**src/rtl/regf_pkg.sv**
```systemverilog
// Shared register-file definitions used by the writeback controller, register file and hazard unit.
// Latency: n/a (types and constants only).
// Backpressure: n/a.
//
// Contents:
//   XLEN        architectural data width
//   REG_ADDR_W  register address width
//   REG_X0      address of the hard-wired zero register
//   wb_req_t    one writeback request {rd, data}
package regf_pkg;

   localparam int XLEN       = 32;
   localparam int REG_ADDR_W = 5;

   localparam logic [REG_ADDR_W-1:0] REG_X0 = 5'd0;

   typedef struct packed {
      logic [REG_ADDR_W-1:0] rd;
      logic [XLEN-1:0]       data;
   } wb_req_t;

endpackage

```
**src/rtl/wb_fifo.sv**
```systemverilog
// Circular FIFO holding LSU writebacks; exposes head peek plus per-entry {valid, rd} for hazard compare.
// Latency: a pushed entry is visible at the head on the cycle after the push edge.
// Backpressure: push is ignored when full and pop is ignored when empty; the caller gates both.
//
// Ports:
//   clk, rst            clock, async active-high reset (empties the FIFO)
//   push, push_rd/data  enqueue one entry
//   pop                 dequeue the head entry
//   head_rd/head_data   current head (valid while count != 0)
//   count               occupancy, one extra bit so full and empty differ
//   ent_vld, ent_rd     per-slot valid flag and destination register
module wb_fifo
   import regf_pkg::*;
#(
   parameter int XLEN  = 32,
   parameter int DEPTH = 4
) (
   input  logic                                 clk,
   input  logic                                 rst,
   input  logic                                 push,
   input  logic [REG_ADDR_W-1:0]                push_rd,
   input  logic [XLEN-1:0]                      push_data,
   input  logic                                 pop,
   output logic [REG_ADDR_W-1:0]                head_rd,
   output logic [XLEN-1:0]                      head_data,
   output logic [$clog2(DEPTH):0]               count,
   output logic [DEPTH-1:0]                     ent_vld,
   output logic [DEPTH-1:0][REG_ADDR_W-1:0]     ent_rd
);

   localparam int PTR_W = $clog2(DEPTH);
   localparam int CNT_W = PTR_W + 1;
   localparam logic [CNT_W-1:0] FULL_CNT = CNT_W'(DEPTH);

   logic [XLEN-1:0]       mem_data [DEPTH];
   logic [REG_ADDR_W-1:0] mem_rd   [DEPTH];
   logic [PTR_W-1:0]      wr_ptr;
   logic [PTR_W-1:0]      rd_ptr;
   logic                  push_en;
   logic                  pop_en;

   assign push_en = push && (count != FULL_CNT);
   assign pop_en  = pop  && (count != '0);

   // Pointers are PTR_W bits wide, so they wrap modulo DEPTH on their own.
   always_ff @(posedge clk or posedge rst) begin
      if (rst) begin
         wr_ptr <= '0;
         rd_ptr <= '0;
         count  <= '0;
      end else begin
         if (push_en) wr_ptr <= wr_ptr + 1'b1;
         if (pop_en)  rd_ptr <= rd_ptr + 1'b1;
         case ({push_en, pop_en})
            2'b10:   count <= count + 1'b1;
            2'b01:   count <= count - 1'b1;
            default: count <= count;
         endcase
      end
   end

   // Storage needs no reset: every slot is qualified by ent_vld / count.
   always_ff @(posedge clk) begin
      if (push_en) begin
         mem_data[wr_ptr] <= push_data;
         mem_rd[wr_ptr]   <= push_rd;
      end
   end

   assign head_rd   = mem_rd[rd_ptr];
   assign head_data = mem_data[rd_ptr];

   // A slot is live when its distance from the read pointer is below the occupancy.
   always_comb begin
      ent_vld = '0;
      ent_rd  = '0;
      for (int i = 0; i < DEPTH; i++) begin
         logic [PTR_W-1:0] off;
         off        = PTR_W'(i) - rd_ptr;
         ent_vld[i] = ({1'b0, off} < count);
         ent_rd[i]  = mem_rd[i];
      end
   end

endmodule

```
**src/rtl/regf_wb_ctrl.sv**
```systemverilog
// Writeback arbiter for the register-file write port: ALU first, then queued LSU, then LSU bypass.
// Latency: one cycle from an accepted beat to wr; a queued LSU beat waits behind older entries.
// Backpressure: ALU is always accepted; LSU sees lsu_ready low while the FIFO is full (no pass-through).
//
// Ports:
//   clk, rst                        clock, async active-high reset
//   alu_valid/alu_rd/alu_data       ALU result, highest priority, never stalled
//   lsu_valid/lsu_ready/lsu_rd/...  LSU result with valid/ready handshake
//   wr/Ad_rd/rd_data_in             registered write to the register file
//   chk_rs1/chk_rs2, rs1/rs2_pend   hazard queries against uncommitted writes
//   count                           LSU FIFO occupancy
module regf_wb_ctrl
   import regf_pkg::*;
#(
   parameter int XLEN  = 32,
   parameter int DEPTH = 4
) (
   input  logic                    clk,
   input  logic                    rst,
   input  logic                    alu_valid,
   input  logic [REG_ADDR_W-1:0]   alu_rd,
   input  logic [XLEN-1:0]         alu_data,
   input  logic                    lsu_valid,
   output logic                    lsu_ready,
   input  logic [REG_ADDR_W-1:0]   lsu_rd,
   input  logic [XLEN-1:0]         lsu_data,
   output logic                    wr,
   output logic [REG_ADDR_W-1:0]   Ad_rd,
   output logic [XLEN-1:0]         rd_data_in,
   input  logic [REG_ADDR_W-1:0]   chk_rs1,
   input  logic [REG_ADDR_W-1:0]   chk_rs2,
   output logic                    rs1_pend,
   output logic                    rs2_pend,
   output logic [$clog2(DEPTH):0]  count
);

   localparam int CNT_W = $clog2(DEPTH) + 1;
   localparam logic [CNT_W-1:0] FULL_CNT = CNT_W'(DEPTH);

   logic                               alu_hit;
   logic                               lsu_acc;
   logic                               lsu_keep;
   logic                               fifo_empty;
   logic                               fifo_push;
   logic                               fifo_pop;
   logic                               bypass;
   logic [REG_ADDR_W-1:0]              head_rd;
   logic [XLEN-1:0]                    head_data;
   logic [DEPTH-1:0]                   ent_vld;
   logic [DEPTH-1:0][REG_ADDR_W-1:0]   ent_rd;

   // x0 writes are discarded at the door so they never occupy the FIFO or the port.
   assign alu_hit    = alu_valid && (alu_rd != REG_X0);
   assign lsu_ready  = !rst && (count < FULL_CNT);
   assign lsu_acc    = lsu_valid && lsu_ready;
   assign lsu_keep   = lsu_acc && (lsu_rd != REG_X0);
   assign fifo_empty = (count == '0);

   // The head only drains when the ALU leaves the port free; a fresh LSU beat skips
   // the FIFO only when nothing older is queued, which keeps LSU results in order.
   assign fifo_pop   = !alu_hit && !fifo_empty;
   assign bypass     = !alu_hit && fifo_empty && lsu_keep;
   assign fifo_push  = lsu_keep && !bypass;

   wb_fifo #(
      .XLEN  (XLEN),
      .DEPTH (DEPTH)
   ) u_fifo (
      .clk       (clk),
      .rst       (rst),
      .push      (fifo_push),
      .push_rd   (lsu_rd),
      .push_data (lsu_data),
      .pop       (fifo_pop),
      .head_rd   (head_rd),
      .head_data (head_data),
      .count     (count),
      .ent_vld   (ent_vld),
      .ent_rd    (ent_rd)
   );

   // Output stage: address/data hold when idle so the register file sees stable inputs.
   always_ff @(posedge clk or posedge rst) begin
      if (rst) begin
         wr         <= 1'b0;
         Ad_rd      <= '0;
         rd_data_in <= '0;
      end else if (alu_hit) begin
         wr         <= 1'b1;
         Ad_rd      <= alu_rd;
         rd_data_in <= alu_data;
      end else if (!fifo_empty) begin
         wr         <= 1'b1;
         Ad_rd      <= head_rd;
         rd_data_in <= head_data;
      end else if (bypass) begin
         wr         <= 1'b1;
         Ad_rd      <= lsu_rd;
         rd_data_in <= lsu_data;
      end else begin
         wr         <= 1'b0;
      end
   end

   // Pending = queued in the FIFO or sitting in the output register awaiting commit.
   // Beats arriving this cycle are deliberately not visible here.
   always_comb begin
      rs1_pend = 1'b0;
      rs2_pend = 1'b0;
      if (wr && (Ad_rd == chk_rs1)) rs1_pend = 1'b1;
      if (wr && (Ad_rd == chk_rs2)) rs2_pend = 1'b1;
      for (int i = 0; i < DEPTH; i++) begin
         if (ent_vld[i] && (ent_rd[i] == chk_rs1)) rs1_pend = 1'b1;
         if (ent_vld[i] && (ent_rd[i] == chk_rs2)) rs2_pend = 1'b1;
      end
      if (chk_rs1 == REG_X0) rs1_pend = 1'b0;
      if (chk_rs2 == REG_X0) rs2_pend = 1'b0;
   end

endmodule

```
**config.mk**
```make
export PLATFORM = sky130hd
export DESIGN_NAME = regf_wb_ctrl
export DESIGN_NICKNAME = d
export VERILOG_FILES = /design/src/rtl/regf_pkg.sv /design/src/rtl/wb_fifo.sv /design/src/rtl/regf_wb_ctrl.sv
export SDC_FILE = /design/constraint.sdc
export NUM_CORES = 1
export LEC_CHECK = 0
export CORE_MARGIN = 2
export CORE_UTILIZATION = 35
export CTS_BUF_LIST = sky130_fd_sc_hd__clkbuf_16
export DETAILED_ROUTE_END_ITERATION = 10
export PLACE_DENSITY = 0.64
export SETUP_SLACK_MARGIN = 0.15
export SLEW_MARGIN = 10
export SYNTH_ARGS = -nofsm -noshare
export SYNTH_HDL_FRONTEND = slang
export SYNTH_SLANG_ARGS = --single-unit
export TNS_END_PERCENT = 20
```
**constraint.sdc**
```tcl
create_clock -name clk -period 3.71 [get_ports clk]
set_input_delay 0.742 -clock clk [delete_from_list [all_inputs] [get_ports clk]]
set_output_delay 0.742 -clock clk [all_outputs]
set_load 0.01 [all_outputs]
```
== Yosys cells after proc, flatten, opt, wreduce, memory -nomap -nowiden ==
Memories as Yosys holds them, arrays and structs flattened.
Index checks and enable logic that the tools add are counted.

* Equality and inequality tests: 14
* Magnitude comparators: 5
* Add/sub/neg operators: 8
* Muxes and demuxes: 24
* Reductions and logical operators: 31

{| class="wikitable"
|+ Operators by type and width
! cell !! count
|-
| 32-bit 2-to-1 mux || 3
|-
| 5-bit == test || 10
|-
| 1-bit logical AND || 20
|-
| 1-bit 2-to-1 mux || 17
|-
| 5-bit 2-to-1 mux || 3
|-
| 2-bit by 3-bit less-than comparator with 1-bit output || 4
|-
| 5-bit zero test || 2
|-
| 5-bit nonzero test || 2
|-
| 3-bit one-hot mux with 2 select lines || 1
|-
| 2-bit by 1-bit adder with 2-bit output, second input constant || 2
|-
| 1-bit zero test || 4
|-
| 1-bit by 2-bit subtractor with 2-bit output, first input constant || 2
|-
| 2-bit subtractor, first input constant || 2
|-
| 3-bit by 1-bit adder with 3-bit output, second input constant || 1
|-
| 3-bit zero test || 1
|-
| 3-bit less-than comparator, second input constant || 1
|-
| 3-bit by 2-bit != test with 1-bit output, second input constant || 1
|-
| 3-bit != test, second input constant || 1
|-
| 3-bit nonzero test || 1
|-
| 3-bit by 1-bit subtractor with 3-bit output, second input constant || 1
|-
| 2-bit by 1-bit == test with 1-bit output, second input constant || 1
|-
| 2-bit == test, second input constant || 1
|-
| 2-bit nonzero test || 1
|}

* Bits in registers: 45
* Logic and storage cells: 90
* RAM bits: 148
* Output and inout bits: 44
* Memories: 2

{| class="wikitable"
|+ Memory list
! memory !! depth !! width !! rd ports !! clocked after Yosys merged registers in !! write ports !! line !! source
|-
| u_fifo.mem_data || 4 || 32 || 1 || 0 || 1 || wb_fifo.sv:35 || <nowiki>logic [XLEN-1:0] mem_data [DEPTH];</nowiki>
|-
| u_fifo.mem_rd || 4 || 5 || 5 || 0 || 1 || wb_fifo.sv:36 || <nowiki>logic [REG_ADDR_W-1:0] mem_rd [DEPTH];</nowiki>
|}

== Longest topological paths before layout ==
Gate-level depths: netlist (run 1).

* Word-level depth: 10
* Mapped depth: 11

== Modules after synthesis ==
A second synthesis (run 1) with hierarchy kept.

* Cells, all modules: 585
* Area, all modules: 8722.1 µm²

{| class="wikitable"
|+ Modules (own cells, without submodules)
! module !! times used !! area an instance (µm²) !! cells an instance !! seq. area each (µm²)
|-
| wb_fifo || 1 || 5926.9 || 248 || 4619.4
|-
| regf_wb_ctrl || 1 || 2795.2 || 337 || 950.9
|}

== Worst setup path after synthesis (run 1) ==
OpenSTA, ideal clock, no wires.

* Path type: reg-to-output
* Start point: register u_fifo.rd_ptr[1]
* End point: output port rs1_pend
* Stages on the path, launching flop included: 9
* Data required time: 2968 ps
* Arrival time: 2146 ps
* Path slack: 822 ps
* Path buffers: 1
* Path through: dfrtp_1 > buf_1 > inv_1 > ha_1 > a21boi_0 > o21ba_2 > or4_1 > nand3_1 > o22a_1

* Longest elaborated chain between the ends: 8

{| class="wikitable"
|+ Ends and longest elaborated chain
! item !! line !! source
|-
| start: declaration || wb_fifo.sv:38 || <nowiki>logic [PTR_W-1:0] rd_ptr;</nowiki>
|-
| start signal: assignment || wb_fifo.sv:53 || <nowiki>if (pop_en) rd_ptr <= rd_ptr + 1'b1;</nowiki>
|-
| 1-bit by 2-bit subtractor with 2-bit output || wb_fifo.sv:79 || <nowiki>off = PTR_W'(i) - rd_ptr;</nowiki>
|-
| 2-bit by 3-bit less-than comparator with 1-bit output || wb_fifo.sv:80 || <nowiki>ent_vld[i] = ({1'b0, off} < count);</nowiki>
|-
| 1-bit logical AND || regf_wb_ctrl.sv:113 || <nowiki>if (ent_vld[i] && (ent_rd[i] == chk_rs1)) rs1_pend = 1'b1;</nowiki>
|-
| 1-bit 2-to-1 mux (3 in series) || regf_wb_ctrl.sv:113 ||
|-
| 1-bit 2-to-1 mux (*) || regf_wb_ctrl.sv:113 ||
|-
| 1-bit 2-to-1 mux (*) || regf_wb_ctrl.sv:116 || <nowiki>if (chk_rs1 == REG_X0) rs1_pend = 1'b0;</nowiki>
|-
| end: declaration || regf_wb_ctrl.sv:32 || <nowiki>output logic rs1_pend,</nowiki>
|}

Every way passes the cells marked *; elsewhere a longest branch is shown, timed or not.

== Final worst setup path (run 1) ==
* Start point: register u_fifo.count[1]
* End point: output port rs1_pend

* Longest elaborated chain between the ends: 7

{| class="wikitable"
|+ Ends and longest elaborated chain
! item !! line !! source
|-
| start: declaration || wb_fifo.sv:26 || <nowiki>output logic [$clog2(DEPTH):0] count,</nowiki>
|-
| start signal: assignment || wb_fifo.sv:55 || <nowiki>2'b10: count <= count + 1'b1;</nowiki>
|-
| start signal: assignment || wb_fifo.sv:56 || <nowiki>2'b01: count <= count - 1'b1;</nowiki>
|-
| start signal: assignment || wb_fifo.sv:57 || <nowiki>default: count <= count;</nowiki>
|-
| 2-bit by 3-bit less-than comparator with 1-bit output || wb_fifo.sv:80 ||
|-
| 1-bit logical AND || regf_wb_ctrl.sv:113 ||
|-
| 1-bit 2-to-1 mux (3 in series) || regf_wb_ctrl.sv:113 ||
|-
| 1-bit 2-to-1 mux (*) || regf_wb_ctrl.sv:113 ||
|-
| 1-bit 2-to-1 mux (*) || regf_wb_ctrl.sv:116 ||
|}

Marked as above.

==> results.cfg, run 1 <==
[routing]
drc = 0
ant_nets = 0
dr.first_iter.drc_count = 437
drt_wl_total_mm = 20.8
wl_per_cell_um = 19.0
vias = 5497
firstDrtPassIters = 4
wl_met2_mm = 10.3
dr.max_layer_used = met4
viasPerCell = 5.02
wl_met1_mm = 9.12
wl_met3_mm = 1.07

[place]
numPortBuffers = 131
gp_congestion = 0.831
place_inst = 1057
dp_slack_ps = 132
dp_hpwl_mm = 13.4

[floorplanning]
io_pins = 132
initial_core_util = 0.355
rows = 57
dieWidth_um = 161
core-area_um2 = 24200
die-area_um2 = 25800
die_h_um = 161

[clock_network]
clk_latency_ps = 440
cts_made_buffers = 17
htreeDepth = 4
cts-root-buf = clkbuf_16
clk_path_buf_depth = 2
clock_sinks = 193
tritoncts = built
clkSlewWorstSetupHoldPaths_ps = 70

[setup_path]
crit_path_end_kind = output port
crit_start = u_fifo.count[1]
worst_r2r_endpoint = u_fifo.mem_data[3][1]
rrSetupSlack_ps = 1060
critPathRequiredTime_ps = 2970
timing.reg2reg.worst_path_depth = 6
setup.worst_path.end = rs1_pend
cp-start-kind = register
reg2reg_from = u_fifo.count[2]
cp_max_fo = 7
critical_path_class = reg -> out
arrival_ps = 2620

[sta]
hold_viol_final = 0
min_period_over_period = 0.907
timing.final.crit_period_ps = 3370
final.setup.tns_ps = 0
slew_viol_final = 0
fin_skew_ps = 12.1
maxClockFrequency_mhz = 297
slew_headroom = 0.269
rsz0062_at_grt = no
finalSetupViolCount = 0
tightest_slew_ps = 1100
setup_slack_ps = 344

[layout]
final_cells = 1094
nFillCells = 2172
drive_above_1_share = 0.138
syn_to_final_growth_pct = 27.1
layout.nets = 854

[synth]
synthMuxAreaShare = 0.0982
yosys_warnings = 0
synth_top_area_frac = 0.517
synthCells = 626
yosysSeqAreaShare = 0.649
synthTopCellsByArea = edfxtp_1 (52%), dfrtp_1 (13%), mux4_2 (9.7%)
synth_top_family_by_area = multiplexers
synth.largest_area_cell = edfxtp_1
synth-xor-area-share = 0.0581
synth_fa_ha_area_frac = 0.0154
synth-compound-area-share = 0.0600
syn-num-nets = 724
synthSimpleGateAreaFrac = 0.0929
synth.ff_latch_count = 193
syn_area_um2 = 8590
ys_types = 33
postSynthAreaPerCell_um2 = 13.7

[global_routing]
grtUsageTotal = 0.166
grt_max_degree = 52
grt_pass1_wl_mm = 32.3
grt-ovfl-total = 0
grt_pass1_vias = 5691
antenna_found_initial = 0

[pwr]
internal-power_mw = 4.96
p_seq_frac = 0.397
p_switching_mw = 2.43
p_leak_nw = 3.86
switching_share = 0.329
p_per_area_nw_per_um2 = 677
power_frac_comb = 0.361
power.clock.fraction = 0.243
peakVddDrop_uv = 352
power.total_mw = 7.40

[status]
run_status = finished clean

[flow_run]
drv_cap = 0

[min_path]
min_path_type = reg -> reg
[flip-flops by register name, indices dropped and copies added, names as in the netlist]
register,cells
u_fifo.mem_rd,20
u_fifo.wr_ptr,2
u_fifo.count,3
wr,1
rd_data_in,32
u_fifo.mem_data,128
Ad_rd,5
u_fifo.rd_ptr,2
[cell families (layout without fill, tap and decap cells)]
logic type                 after synthesis  after routing
buffers and inverters                   53            196
AOI/OAI and AO/OA                       92             92
adders and majority gates               10             10
muxes                                   38             38
other                                    0              1
and+or+nand+nor                        183            183
xor gates and xnor gates                57             57
DFF                                    193            193
[worst min-delay path by stage]
| stage | startpoint | endpoint | slack (ps) | cells after the start |
|---|---|---|---|---|
| floorplan | rd_data_in[18] | rd_data_in[18] | 560 | 2 |
| global placement | rd_data_in[15] | rd_data_in[15] | 510 | 2 |
| detailed placement | rd_data_in[24] | rd_data_in[24] | 520 | 2 |
| CTS | rd_data_in[24] | rd_data_in[24] | 530 | 2 |
| global route | rd_data_in[15] | rd_data_in[15] | 560 | 2 |
| finish | rd_data_in[24] | rd_data_in[24] | 530 | 2 |
[synth_stat cells]
cell type,instances
edfxtp_1,148
nand2_1,78
dfrtp_1,45
nand3_1,44
nor2_1,41
a21oi_1,40
mux4_2,37
o21ai_0,36
xor2_1,36
xnor2_1,21
buf_2,19
clkbuf_1,15
ha_1,9
inv_1,9
buf_1,8
or4_1,8
and2_1,5
o211ai_1,4
nor3_1,3
a22oi_1,2
buf_4,2
nor4_1,2
o21ba_2,2
o22a_1,2
o41ai_1,2
a21boi_0,1
a31oi_1,1
fa_1,1
mux2i_1,1
nand2b_1,1
o211ai_2,1
o21ai_2,1
or3_1,1
[cell usage in the layout (no fill, tap or decap), types with 9 or more instances in the layout]
cell	synthesis	final
edfxtp_1	148	148
clkdlybuf4s50_1	0	129
nand2_1	78	78
dfrtp_1	45	43
nand3_1	44	43
nor2_1	41	41
a21oi_1	40	39
mux4_2	37	37
o21ai_0	36	36
xor2_1	36	36
buf_4	2	23
xnor2_1	21	21
clkbuf_16	0	17
ha_1	9	9
[metrics by stage]
step | hold WS (ps) | area, um2 | utilization
2_1_floorplan | 562 | 8590 | -
3_3_place_gp | 510 | 10300 | 0.426
3_5_place_dp | 519 | 10300 | 0.426
4_1_cts | 535 | 10900 | 0.451
5_1_grt | 557 | 10900 | 0.452
6_report | 529 | 10900 | 0.452
[power by group through the flow]
stage	registers, mW	logic [mW]	clock network [mW]
2_1_floorplan	3.00	1.52	0
3_3_place_gp	2.99	2.61	0
3_5_place_dp	2.99	2.64	0
4_1_cts	2.94	2.70	1.83
5_1_grt	2.98	2.93	1.91
6_report	2.93	2.67	1.79
[area by class of cell]
cell class | count | area, um2 | share of cell area
Sequential cell | 193 | 5570 | 0.510
Tap cell | 324 | 405 | 0.0371
Antenna cell | 1 | 2.50 | 0.000229
Timing Repair Buffer | 155 | 1510 | 0.138
Clock buffer | 17 | 425 | 0.0390
Inverter | 9 | 36.3 | 0.00332
Clock inverter | 15 | 149 | 0.0136
Multi-Input combinational cell | 380 | 2820 | 0.259
[timing repair]
action,4_1_cts,5_1_grt
buffers inserted,3,1
setup endpoints to repair,2,1
pin swaps,0,0
hold buffers,0,0
endpoints found under the hold margin,0,0
gates resized for setup,3,2
[metal layers]
| layer | vias up | GRT usage |
|---|---|---|
| li1 | 2559 | - |
| met1 | 2752 | 0.213 |
| met2 | 159 | 0.279 |
| met3 | 27 | 0.0390 |
| met4 | 0 | 0.0524 |
| met5 | - | 0 |
[critical path, stage by stage (launching register included)]
cell and delay, ps:
dfrtp_1 400, inv_4 80, ha_1 300, a21boi_0 130, o21ba_2 240, or4_1 520
nand3_1 100, o22a_1 130, dlygate4sd2_1 280
(Power assumes the default switching activity.)
==> inputs of run 2 (changes only) <==
Settings changed: CTS_BUF_LIST sky130_fd_sc_hd__clkbuf_16 to sky130_fd_sc_hd__clkbuf_8.
==> run 2 against run 1 <==
- highest routed layer unchanged
- clock power decreased by 23%
- wire length about the same
- power down 5.7%
- first-iteration DRC count down 5.9%
- worst setup slack lost 40 ps
- combinational power is essentially flat
- largest cell class unchanged
- sequential power about the same
==> results.cfg, run 2 (synthesis gave the netlist of run 1 again) <==
[place]
numPortBuffers = 131
gp_congestion = 0.831
dp_hpwl_mm = 13.4
place_area_um2 = 10300
dp_slack_ps = 132
place_inst = 1057

[routing]
wl_per_cell_um = 19.0
firstDrtPassIters = 4
ant_nets = 0
dr.first_iter.drc_count = 411
drc = 0
dr.max_layer_used = met4
wl_met3_um = 940
wl_met1_mm = 9.18
vias = 5436
drt_wl_total_mm = 20.8
viasPerCell = 4.97
wl_met2_mm = 10.3

[sta]
fin_skew_ps = 18.2
slew_viol_final = 0
tightest_slew_ps = 1110
slew_headroom = 0.258
setup_slack_ps = 304
final.setup.tns_ps = 0
hold_viol_final = 0
maxClockFrequency_mhz = 294
timing.final.crit_period_ps = 3410
rsz0062_at_grt = no
min_period_over_period = 0.918
finalSetupViolCount = 0

[min_path]
hold_path.startpoint = rd_data_in[24]
whs_endpoint = rd_data_in[24]
min_path_cells = 2
min_path_type = reg -> reg

[floorplanning]
core-area_um2 = 24200
dieWidth_um = 161
rows = 57
initial_core_util = 0.355
io_pins = 132
die_h_um = 161
die-area_um2 = 25800

[layout]
nFillCells = 2195
top_register = u_fifo.mem_data
final_cells = 1093
stdcell_area_um2 = 10700
largest_reg_flops = 128
layout_commonest_cell = edfxtp_1
biggestRegsByFlops = u_fifo.mem_data x128, rd_data_in x32, u_fifo.mem_rd x20
syn_to_final_growth_pct = 25.0
diodes = 0
drive_above_1_share = 0.139
final_cell_mix = edfxtp_1 (148), clkdlybuf4s50_1 (129), nand2_1 (78), dfrtp_1 (43), nand3_1 (43)
layout.nets = 854

[setup_path]
critPathRequiredTime_ps = 2970
critical_path_class = reg -> out
crit_path_end_kind = output port
timing.reg2reg.worst_path_depth = 6
reg2reg_from = u_fifo.count[2]
cp-start-kind = register
cp_max_fo = 7
rrSetupSlack_ps = 1040
arrival_ps = 2660
worst_r2r_endpoint = u_fifo.mem_data[3][1]

[status]
run_status = finished clean

[pwr]
p_leak_nw = 3.77
peakVddDrop_uv = 303
p_per_area_nw_per_um2 = 650

[clock_network]
htreeDepth = 4
clkSlewWorstSetupHoldPaths_ps = 100
clk_path_buf_depth = 2
tritoncts = built
clk_latency_ps = 480
cts-root-buf = clkbuf_8
cts_made_buffers = 17
clock_sinks = 193

[global_routing]
grt_max_degree = 52
antenna_found_initial = 0
grt_pass1_vias = 5701
grt-ovfl-total = 0
grtUsageTotal = 0.165
grt_pass1_wl_mm = 32.2

[flow_run]
drv_cap = 0
==> run 2: cell count changes in the layout (fill, tap and decap cells not counted) <==
cell	previous run	this run
clkbuf_8	0	18
clkbuf_16	17	0
clkinv_1	1	0
diode_2	1	0
==> run 2: worst max-delay path: stages (launching register included) <==
cell           delay [ps]
dfrtp_1               410
inv_4                  80
ha_1                  300
a21boi_0              130
o21ba_2               240
or4_1                 520
nand3_1               100
o22a_1                130
dlygate4sd2_1         280
==> run 2: metrics by stage <==
stage / total power [mW] / hold slack (ps) / util
2_1_floorplan: 4.53 / 562 / -
3_3_place_gp: 5.60 / 510 / 0.426
3_5_place_dp: 5.63 / 519 / 0.426
4_1_cts: 7.03 / 542 / 0.443
5_1_grt: 7.39 / 566 / 0.444
6_report: 6.97 / 536 / 0.444
==> run 2: worst max path at each step <==
stage,startpoint,endpoint,slack (ps)
6_report,u_fifo.count[1],rs1_pend,300
2_1_floorplan,u_fifo.rd_ptr[1],rs1_pend,820
3_3_place_gp,chk_rs2[0],rs2_pend,120
5_1_grt,u_fifo.count[1],rs1_pend,180
3_5_place_dp,chk_rs2[2],rs2_pend,130
4_1_cts,u_fifo.count[1],rs2_pend,30
==> run 2: final cells by class <==
class / count / area [um2] / area share
Sequential cell: 193 / 5570 / 0.519
Multi-Input combinational cell: 380 / 2820 / 0.263
Timing Repair Buffer: 155 / 1510 / 0.140
Tap cell: 324 / 405 / 0.0378
Clock buffer: 18 / 248 / 0.0231
Clock inverter: 14 / 145 / 0.0135
Inverter: 9 / 36.3 / 0.00338
==> run 2: power by group <==
part	switching (mW)	internal (mW)	total, mW
clock network	0.798	0.572	1.37
registers	0.241	2.69	2.93
logic	1.35	1.32	2.67
total	2.39	4.59	6.97
==> run 2: per-layer routing <==
layer | global-route usage | up-vias
met1 | 0.213 | 2720
met2 | 0.279 | 135
met4 | 0.0561 | 0
met3 | 0.0343 | 27
met5 | 0 | -
li1 | - | 2554
==> run 2: repair_timing <==
action | in CTS | in global routing
pin swaps | 0 | 0
endpoints found under the hold margin | 0 | 0
gates resized for setup | 3 | 2
buffers inserted | 3 | 1
endpoints found under the setup margin | 2 | 1
hold buffers | 0 | 0
==> inputs of run 3 (changes only) <==
Settings changed: SKIP_CTS_REPAIR_TIMING set to 1.
==> run 3 against run 2 <==
- critical path depth unchanged
- sequential cell count unchanged
- non-clock buffer count unchanged
- first-iteration DRC count increased by 6.3%
- wire length increased by 0.16%
- combinational power about the same
- register-to-register slack got worse by 20 ps
- worst setup slack improved by 46 ps
- final cell count about the same
- highest routed layer unchanged
==> results.cfg, run 3 (synthesis gave the netlist of run 1 again) <==
[layout]
layout.nets = 854
multi_input_area_um2 = 2820
drive_above_1_share = 0.140
biggestRegsByFlops = u_fifo.mem_data x128, rd_data_in x32, u_fifo.mem_rd x20
layout_commonest_cell = edfxtp_1
largest_reg_flops = 128
syn_to_final_growth_pct = 25.1
final_util = 0.444
top_register = u_fifo.mem_data
stdcell_area_um2 = 10700
final_cell_mix = edfxtp_1 (148), clkdlybuf4s50_1 (129), nand2_1 (78), nand3_1 (43), dfrtp_1 (42)
regArea_um2 = 5570
nFillCells = 2193

[global_routing]
antenna_found_initial = 0
grt_pass1_wl_mm = 32.1
grtUsageTotal = 0.164
grt_max_degree = 52
grt-ovfl-total = 0
grt_pass1_vias = 5668

[setup_path]
reg2reg_from = u_fifo.count[2]
cp_max_fo = 8
arrival_ps = 2620
critical_path_class = reg -> out
worst_r2r_endpoint = u_fifo.mem_data[3][1]
rrSetupSlack_ps = 1020
critPathRequiredTime_ps = 2970
cp-start-kind = register
timing.reg2reg.worst_path_depth = 6
crit_path_end_kind = output port

[sta]
hold_viol_final = 0
hold_ws_ps = 539
tightest_slew_ps = 1120
min_period_over_period = 0.906
finalSetupViolCount = 0
fin_skew_ps = 18.7
maxClockFrequency_mhz = 298
slew_viol_final = 0
timing.final.crit_period_ps = 3360
slew_headroom = 0.256
final.setup.tns_ps = 0
rsz0062_at_grt = no

[floorplanning]
die-area_um2 = 25800
io_pins = 132
initial_core_util = 0.355
die_h_um = 161
dieWidth_um = 161
rows = 57
core-area_um2 = 24200

[clock_network]
tritoncts = built
clock_sinks = 193
cts-root-buf = clkbuf_8
clk_latency_ps = 480
htreeDepth = 4
clk_path_buf_depth = 2
cts_made_buffers = 17
clkSlewWorstSetupHoldPaths_ps = 100

[routing]
drc = 0
ant_nets = 0
dr.first_iter.drc_count = 437
firstDrtPassIters = 4
drt_wl_total_mm = 20.8
wl_per_cell_um = 19.0
vias = 5449
viasPerCell = 4.98

[place]
place_area_um2 = 10300
dp_hpwl_mm = 13.4
numPortBuffers = 131
gp_congestion = 0.831

[pwr]
p_leak_nw = 3.79
peakVddDrop_uv = 303
p_per_area_nw_per_um2 = 649

[min_path]
min_path_type = reg -> reg
min_path_cells = 2
hold_path.startpoint = rd_data_in[24]
whs_endpoint = rd_data_in[24]

[status]
run_status = finished clean

[flow_run]
drv_cap = 0
run 3: changes by cell type in the layout (fill, tap and decap cells not counted), sizes merged:
| cell | before | now |
|---|---|---|
| dlygate4sd2 | 1 | 0 |
| diode | 0 | 1 |
| dlymetal6s2s | 1 | 2 |
run 3: power by group:
group	leakage [nW]	total, mW	internal [mW]	switching (mW)
Sequential	1.84	2.93	2.69	0.242
Clock	0.195	1.37	0.572	0.800
Combinational	1.75	2.66	1.33	1.34
run 3: worst max-delay path by stage:
stage | start | end | depth (start not counted)
2_1_floorplan | u_fifo.rd_ptr[1] | rs1_pend | 8
3_3_place_gp | chk_rs2[0] | rs2_pend | 7
3_5_place_dp | chk_rs2[2] | rs2_pend | 7
4_1_cts | u_fifo.count[1] | rs1_pend | 8
5_1_grt | u_fifo.rd_ptr[1] | rs2_pend | 8
6_report | u_fifo.rd_ptr[1] | rs1_pend | 8
run 3: layout make-up:
class                           instances  share of cell area
Timing Repair Buffer                  155               0.140
Antenna cell                            1            0.000233
Sequential cell                       193               0.519
Tap cell                              324              0.0377
Multi-Input combinational cell        380               0.263
Clock buffer                           18              0.0231
Clock inverter                         14              0.0135
Inverter                                9             0.00338
run 3: worst max-delay path, stage by stage, from the launching register on:
cell            delay (ps)
dfrtp_2                450
buf_4                  160
buf_4                  170
ha_1                   180
o21ba_2                240
or4_1                  520
nand3_1                110
o22a_1                 130
dlymetal6s2s_1         160
run 3: through the flow:
stage | setup WS [ps] | total power, mW | std cells
2_1_floorplan | 822 | 4.53 | 626
3_3_place_gp | 125 | 5.60 | 1057
3_5_place_dp | 132 | 5.63 | 1057
4_1_cts | -198 | 6.99 | 1089
5_1_grt | 253 | 7.39 | 1093
6_report | 350 | 6.97 | 1094
run 3: routing by layer:
layer / vias to the layer above / global-route usage / wire (um)
li1: 2557 / - / -
met1: 2715 / 0.213 / 9200
met2: 150 / 0.277 / 10300
met3: 27 / 0.0343 / 980
met4: 0 / 0.0545 / 345
met5: - / 0 / 0
